File: src/rtl/opb_register_bank_ppc2simulink.sv
// OPB slave register bank bridging PowerPC software to user logic.
// Build option: define OPB_REGBANK_SHADOW_COMMIT_EN to give every register a
// shadow copy that bus writes target, with a COMMIT word that copies selected
// shadows to the user-facing registers. Without it, bus writes land directly
// in the user-facing registers.
module opb_register_bank_ppc2simulink #(
  parameter logic [31:0] C_BASEADDR  = 32'h01002000,
  parameter logic [31:0] C_HIGHADDR  = 32'h010020FF,
  parameter int          C_NUM_REGS  = 8,
  parameter int          C_REG_WIDTH = 32,
  parameter logic [31:0] C_RESET_VAL = 32'h0
) (
  input  logic                              OPB_Clk,
  input  logic                              OPB_Rst_n,
  input  logic [0:31]                       OPB_ABus,
  input  logic [0:3]                        OPB_BE,
  input  logic [0:31]                       OPB_DBus,
  input  logic                              OPB_RNW,
  input  logic                              OPB_select,
  input  logic                              OPB_seqAddr,
  output logic [0:31]                       Sl_DBus,
  output logic                              Sl_xferAck,
  output logic                              Sl_errAck,
  output logic                              Sl_retry,
  output logic                              Sl_toutSup,
  output logic [C_NUM_REGS*C_REG_WIDTH-1:0] user_data_out,
  output logic [C_NUM_REGS-1:0]             user_update
);

  typedef logic [C_REG_WIDTH-1:0] reg_t;
  typedef enum logic [1:0] {S_IDLE, S_ACK, S_WAIT} state_t;

  localparam reg_t RST_VAL = C_RESET_VAL[C_REG_WIDTH-1:0];

  // Merge write data into a register honouring byte enables (be[3] = MSB byte).
  function automatic reg_t merge_bytes(reg_t old, logic [31:0] wd, logic [3:0] be);
    logic [31:0] m;
    logic [31:0] r;
    m = {{8{be[3]}}, {8{be[2]}}, {8{be[1]}}, {8{be[0]}}};
    r = (32'(old) & ~m) | (wd & m);
    return r[C_REG_WIDTH-1:0];
  endfunction

  // OPB numbers bit 0 as MSB; plain assignment keeps numeric value intact.
  logic [31:0] abus;
  logic [31:0] wdbus;
  logic [3:0]  bebus;
  logic [31:0] offset;
  logic [31:0] idx;
  logic        hit;
  logic        unused_bits;

  assign abus        = OPB_ABus;
  assign wdbus       = OPB_DBus;
  assign bebus       = OPB_BE;
  assign offset      = abus - C_BASEADDR;
  assign idx         = {2'b00, offset[31:2]};
  assign hit         = OPB_select && (abus >= C_BASEADDR) && (abus <= C_HIGHADDR);
  assign unused_bits = ^{OPB_seqAddr, offset[1:0]};

  state_t      state_q;
  logic        ack_q;
  logic [31:0] rdata_q;
  logic [31:0] idx_q;
  logic        rnw_q;
  logic [3:0]  be_q;
  logic [31:0] wdata_q;

  reg_t                  active_q [C_NUM_REGS];
  reg_t                  active_d [C_NUM_REGS];
  reg_t                  rd_src   [C_NUM_REGS];
  logic [C_NUM_REGS-1:0] upd_q;
  logic [C_NUM_REGS-1:0] upd_d;
  logic [31:0]           rd_word;
  logic                  wr_ack;

`ifdef OPB_REGBANK_SHADOW_COMMIT_EN
  reg_t shadow_q [C_NUM_REGS];
  reg_t shadow_d [C_NUM_REGS];
`endif

  // Select the register image software reads back.
  always_comb begin
    for (int i = 0; i < C_NUM_REGS; i++) begin
`ifdef OPB_REGBANK_SHADOW_COMMIT_EN
      rd_src[i] = shadow_q[i];
`else
      rd_src[i] = active_q[i];
`endif
    end
  end

  // Read mux; COMMIT and unmapped offsets fall through to zero.
  always_comb begin
    rd_word = '0;
    for (int i = 0; i < C_NUM_REGS; i++) begin
      if (idx == 32'(i)) rd_word = 32'(rd_src[i]);
    end
  end

  // Bus handshake FSM: capture the transfer on a hit, ack once, wait for select to drop.
  always_ff @(posedge OPB_Clk or negedge OPB_Rst_n) begin
    if (!OPB_Rst_n) begin
      state_q <= S_IDLE;
      ack_q   <= 1'b0;
      rdata_q <= '0;
      idx_q   <= '0;
      rnw_q   <= 1'b1;
      be_q    <= '0;
      wdata_q <= '0;
    end else begin
      ack_q   <= 1'b0;
      rdata_q <= '0;
      case (state_q)
        S_IDLE: begin
          if (hit) begin
            state_q <= S_ACK;
            ack_q   <= 1'b1;
            rdata_q <= OPB_RNW ? rd_word : 32'h0;
            idx_q   <= idx;
            rnw_q   <= OPB_RNW;
            be_q    <= bebus;
            wdata_q <= wdbus;
          end
        end
        S_ACK:   state_q <= S_WAIT;
        S_WAIT:  if (!OPB_select) state_q <= S_IDLE;
        default: state_q <= S_IDLE;
      endcase
    end
  end

  assign wr_ack = (state_q == S_ACK) && !rnw_q;

  // Register write / commit next-state; update pulses last exactly one cycle.
  always_comb begin
    active_d = active_q;
    upd_d    = '0;
`ifdef OPB_REGBANK_SHADOW_COMMIT_EN
    shadow_d = shadow_q;
    for (int i = 0; i < C_NUM_REGS; i++) begin
      if (wr_ack && idx_q == 32'(i)) shadow_d[i] = merge_bytes(shadow_q[i], wdata_q, be_q);
      if (wr_ack && idx_q == 32'(C_NUM_REGS) && wdata_q[i]) begin
        active_d[i] = shadow_q[i];
        upd_d[i]    = 1'b1;
      end
    end
`else
    for (int i = 0; i < C_NUM_REGS; i++) begin
      if (wr_ack && idx_q == 32'(i)) begin
        active_d[i] = merge_bytes(active_q[i], wdata_q, be_q);
        upd_d[i]    = 1'b1;
      end
    end
`endif
  end

  // Register storage and update-pulse flops.
  always_ff @(posedge OPB_Clk or negedge OPB_Rst_n) begin
    if (!OPB_Rst_n) begin
      for (int i = 0; i < C_NUM_REGS; i++) begin
        active_q[i] <= RST_VAL;
`ifdef OPB_REGBANK_SHADOW_COMMIT_EN
        shadow_q[i] <= RST_VAL;
`endif
      end
      upd_q <= '0;
    end else begin
      active_q <= active_d;
`ifdef OPB_REGBANK_SHADOW_COMMIT_EN
      shadow_q <= shadow_d;
`endif
      upd_q <= upd_d;
    end
  end

  // Flatten the user-facing registers onto the output bus.
  always_comb begin
    user_data_out = '0;
    for (int i = 0; i < C_NUM_REGS; i++) begin
      user_data_out[i*C_REG_WIDTH +: C_REG_WIDTH] = active_q[i];
    end
  end

  assign user_update = upd_q;
  assign Sl_DBus     = rdata_q;
  assign Sl_xferAck  = ack_q;
  assign Sl_errAck   = 1'b0;
  assign Sl_retry    = 1'b0;
  assign Sl_toutSup  = 1'b0;

endmodule
File: config.mk
export PLATFORM = sky130hd
export DESIGN_NAME = opb_register_bank_ppc2simulink
export DESIGN_NICKNAME = d
export VERILOG_FILES = /design/src/rtl/opb_register_bank_ppc2simulink.sv
export SDC_FILE = /design/constraint.sdc
export NUM_CORES = 1
export LEC_CHECK = 0
export ABC_CLOCK_PERIOD_IN_PS = 5220
export CELL_PAD_IN_SITES_DETAIL_PLACEMENT = 1
export CELL_PAD_IN_SITES_GLOBAL_PLACEMENT = 1
export CORE_UTILIZATION = 35
export CTS_BUF_LIST = sky130_fd_sc_hd__clkbuf_8
export DETAILED_ROUTE_END_ITERATION = 8
export PLACE_DENSITY_LB_ADDON = 0.1
export SYNTH_ARGS = -nofsm -noshare
export SYNTH_HDL_FRONTEND = slang
export SYNTH_SLANG_ARGS = --single-unit
File: constraint.sdc
create_clock -name OPB_Clk -period 5.22 [get_ports OPB_Clk]
set_input_delay 0.522 -clock OPB_Clk [delete_from_list [all_inputs] [get_ports OPB_Clk]]
set_output_delay 0.522 -clock OPB_Clk [all_outputs]
set_load 0.005 [all_outputs]
==> results.yml <==
outcome:
  run_status: "finished clean"
sta:
  setup_violations: 0
  slew_viol_final: 0
  tns_ns: 0
  hold_violations: 0
  setup_slack_ns: 1.783
  final.setup_skew_ns: 0.04906
  min_period_ns: 3.437
  slew_headroom_pct: 29.06
  timing.final.crit_share_pct: 65.84
  worstMarginPinSlew_ns: 1.064
  rsz0062_at_grt: "false"
  fmax_mhz: 291.0
job:
  drv_cap: 0
layout:
  layout_common_cells: "dfrtp_1, clkdlybuf4s50_1, mux2_2"
  fin_util_pct: 47.79
  fin_nets: 1732
  layout-drive-gt1-share_pct: 26.78
  final_common_cell: "dfrtp_1"
  area_delta_synth_final_pct: 33.62
detailed_routing:
  ant_nets: 0
  firstDrtPassIters: 4
  drc: 0
  wl_per_cell_um: 24.78
  postRouteWirelength_mm: 57.10
  drt_iter0_drc: 614
  viasPerCell: 5.255
  vias: 12110
critical_path:
  slowest_delay_ns: 0.80
  cpMaxStageDelayCell: "or3_2"
  criticalPathCategory: "input pin to flop"
  crit_required_ns: 5.69
  path_max_fanout: 17
  crit_path_cell_trace: "clkdlybuf4s50_1, inv_1, ha_1, o21ai_1, or3b_2, a21boi_0, o22ai_1, or3_2, buf_4, a2111oi_2"
  crit_arrival_ns: 3.91
  startpoint_type: "input pin"
  endpoint_kind: "flop"
pwr:
  p_int_mw: 4.279
  combPwrFrac_pct: 4.9
  clkPwrFrac_pct: 44.8
  leakage_nw: 10.26
  p_per_area_mw_per_mm2: 258.7
  p_seq_share_pct: 50.3
  p_switching_mw: 1.367
  peakVddDrop_mv: 0.1548
  p_sw_share_pct: 24.21
clocking:
  clk_pin_slew_ns: 0.06
  cts_tree: "built"
  clk_path_buf_depth: 3
  cts_buffers: 66
  root_buffer: "clkbuf_8"
  cts.sinks: 366
  clock_latency_ns: 0.62
  htree_levels: 3
floorplanning:
  fp.dieH_um: 218.0
  pin_count: 373
  die-area_sq_mm: 0.04754
  rows: 78
  core_area_sq_mm: 0.04567
  die_x_um: 218.0
  start_util_pct: 35.77
global_route:
  grt_pass1_vias: 12780
  antenna_found_initial: 1
  grt_first_pass_wirelength_mm: 85.36
  grt.overflow.total: 0
  track_usage_pct: 24.28
  grt_start_max_net_pins: 179
placement:
  gp_congestion: 0.7811
  io_buffers: 366
  dp_slack_ns: 1.163
  dp_hpwl_mm: 38.36
synthesis:
  seq_area_frac_synth_pct: 56.07
  synth_seq_cells: 366
  synth.avg_cell_area_sq_um: 12.78
  async_flop_share_pct: 100.0
  syn_inst: 1278
  synth_cell_types: 60
  ys.flop_type: "dfrtp_1"
  yosys_warnings: 0
  synth_area_sq_mm: 0.01634
  synth_edf_count: 0
worst_hold_path:
  hold_class: "input pin to async pin"
## stage by stage
| stage | hold slack (ns) | cells | cell area, sq um | power [mW] |
|---|---|---|---|---|
| 4_1_cts | 0.2889 | 2303 | 21820 | 5.725 |
| 6_report | 0.3395 | 2304 | 21830 | 5.646 |
| 2_1_floorplan | 0.2264 | 1280 | 16340 | 3.001 |
| 5_1_grt | 0.3204 | 2304 | 21830 | 5.864 |
| 3_5_place_dp | 0.3750 | 2189 | 20600 | 3.170 |
| 3_3_place_gp | 0.3702 | 2189 | 20600 | 3.168 |
## Yosys cell counts, drive strengths merged (18+ instances only)
| cell type | number | share of area [%] |
|---|---|---|
| a2111oi | 18 | 1.7 |
| buf | 25 | 0.76 |
| clkbuf | 45 | 1.0 |
| dfrtp | 365 | 56 |
| mux2 | 291 | 20 |
| mux2i | 32 | 2.0 |
| mux4 | 18 | 2.5 |
| nand2 | 200 | 4.9 |
| nor2 | 55 | 1.3 |
| nor3b | 18 | 1.0 |
| o21ai | 23 | 0.70 |
| o22ai | 22 | 0.84 |
## worst max-delay path: cells and delay by family
family	cells	cell delay (ns)
AND/OR/NAND/NOR	2	1.27
adder cells (fa/ha/maj)	1	0.25
buffers and inverters	3	0.99
AO/OA/AOI/OAI	4	0.86
## power groups by stage
| stage | logic (mW) | clock network, mW | registers (mW) |
|---|---|---|---|
| CTS | 0.283 | 2.60 | 2.84 |
| detailed placement | 0.281 | 0 | 2.89 |
| global route | 0.305 | 2.72 | 2.84 |
| floorplan | 0.111 | 0 | 2.89 |
| global placement | 0.279 | 0 | 2.89 |
| finish | 0.276 | 2.53 | 2.84 |
## layout make-up
class,count,area (sq um)
clock buffer,78,1074
timing repair buffer,380,3794
multi-input combinational,840,6892
sequential,366,9160
tap,600,750.7
inverter,4,15.01
antenna,1,2.502
fill,4795,23850
clock inverter,35,140.1
## layer usage
layer	share of wire [%]	up-vias	track usage (%)
met5	0	-	0
met4	1.9	0	5.991
met3	5.2	71	5.230
met2	49	323	39.72
met1	44	6335	32.64
li1	-	5379	-
## worst paths after layout
kind,start,end,slack (ns),depth (start not counted)
setup / recovery,OPB_ABus[18],Sl_DBus[21],1.78,10
hold / removal,OPB_Rst_n,async pin,0.34,2
setup reg to reg,idx_q[7],flop,1.89,6
hold reg to reg,rnw_q,rnw_q,0.46,2
max in group asynchronous,OPB_Rst_n,async pin,3.61,3
min in group OPB_Clk,OPB_BE[2],be_q[1],0.45,3
## kinds of logic (layout without fill, tap and decap cells)
kind of cell | count (synthesis) | in the layout | synth area share [%]
XOR/XNOR | 1 | 1 | 0.05362
multiplexers | 341 | 341 | 24.50
flip-flops | 366 | 366 | 56.07
buffers and inverters | 74 | 497 | 1.884
adder cells (fa/ha/maj) | 1 | 1 | 0.07658
other | 1 | 4 | 0.02296
AND/OR/NAND/NOR | 349 | 349 | 10.46
AO/OA/AOI/OAI | 145 | 145 | 6.924
## repair_timing
| action | in CTS | in global routing |
|---|---|---|
| buffers inserted | 0 | 0 |
| hold endpoints to repair | 19 | 0 |
| hold buffers | 1 | 0 |
| resized for setup | 0 | 0 |
No activity file was read; power rests on OpenSTA's default activity.
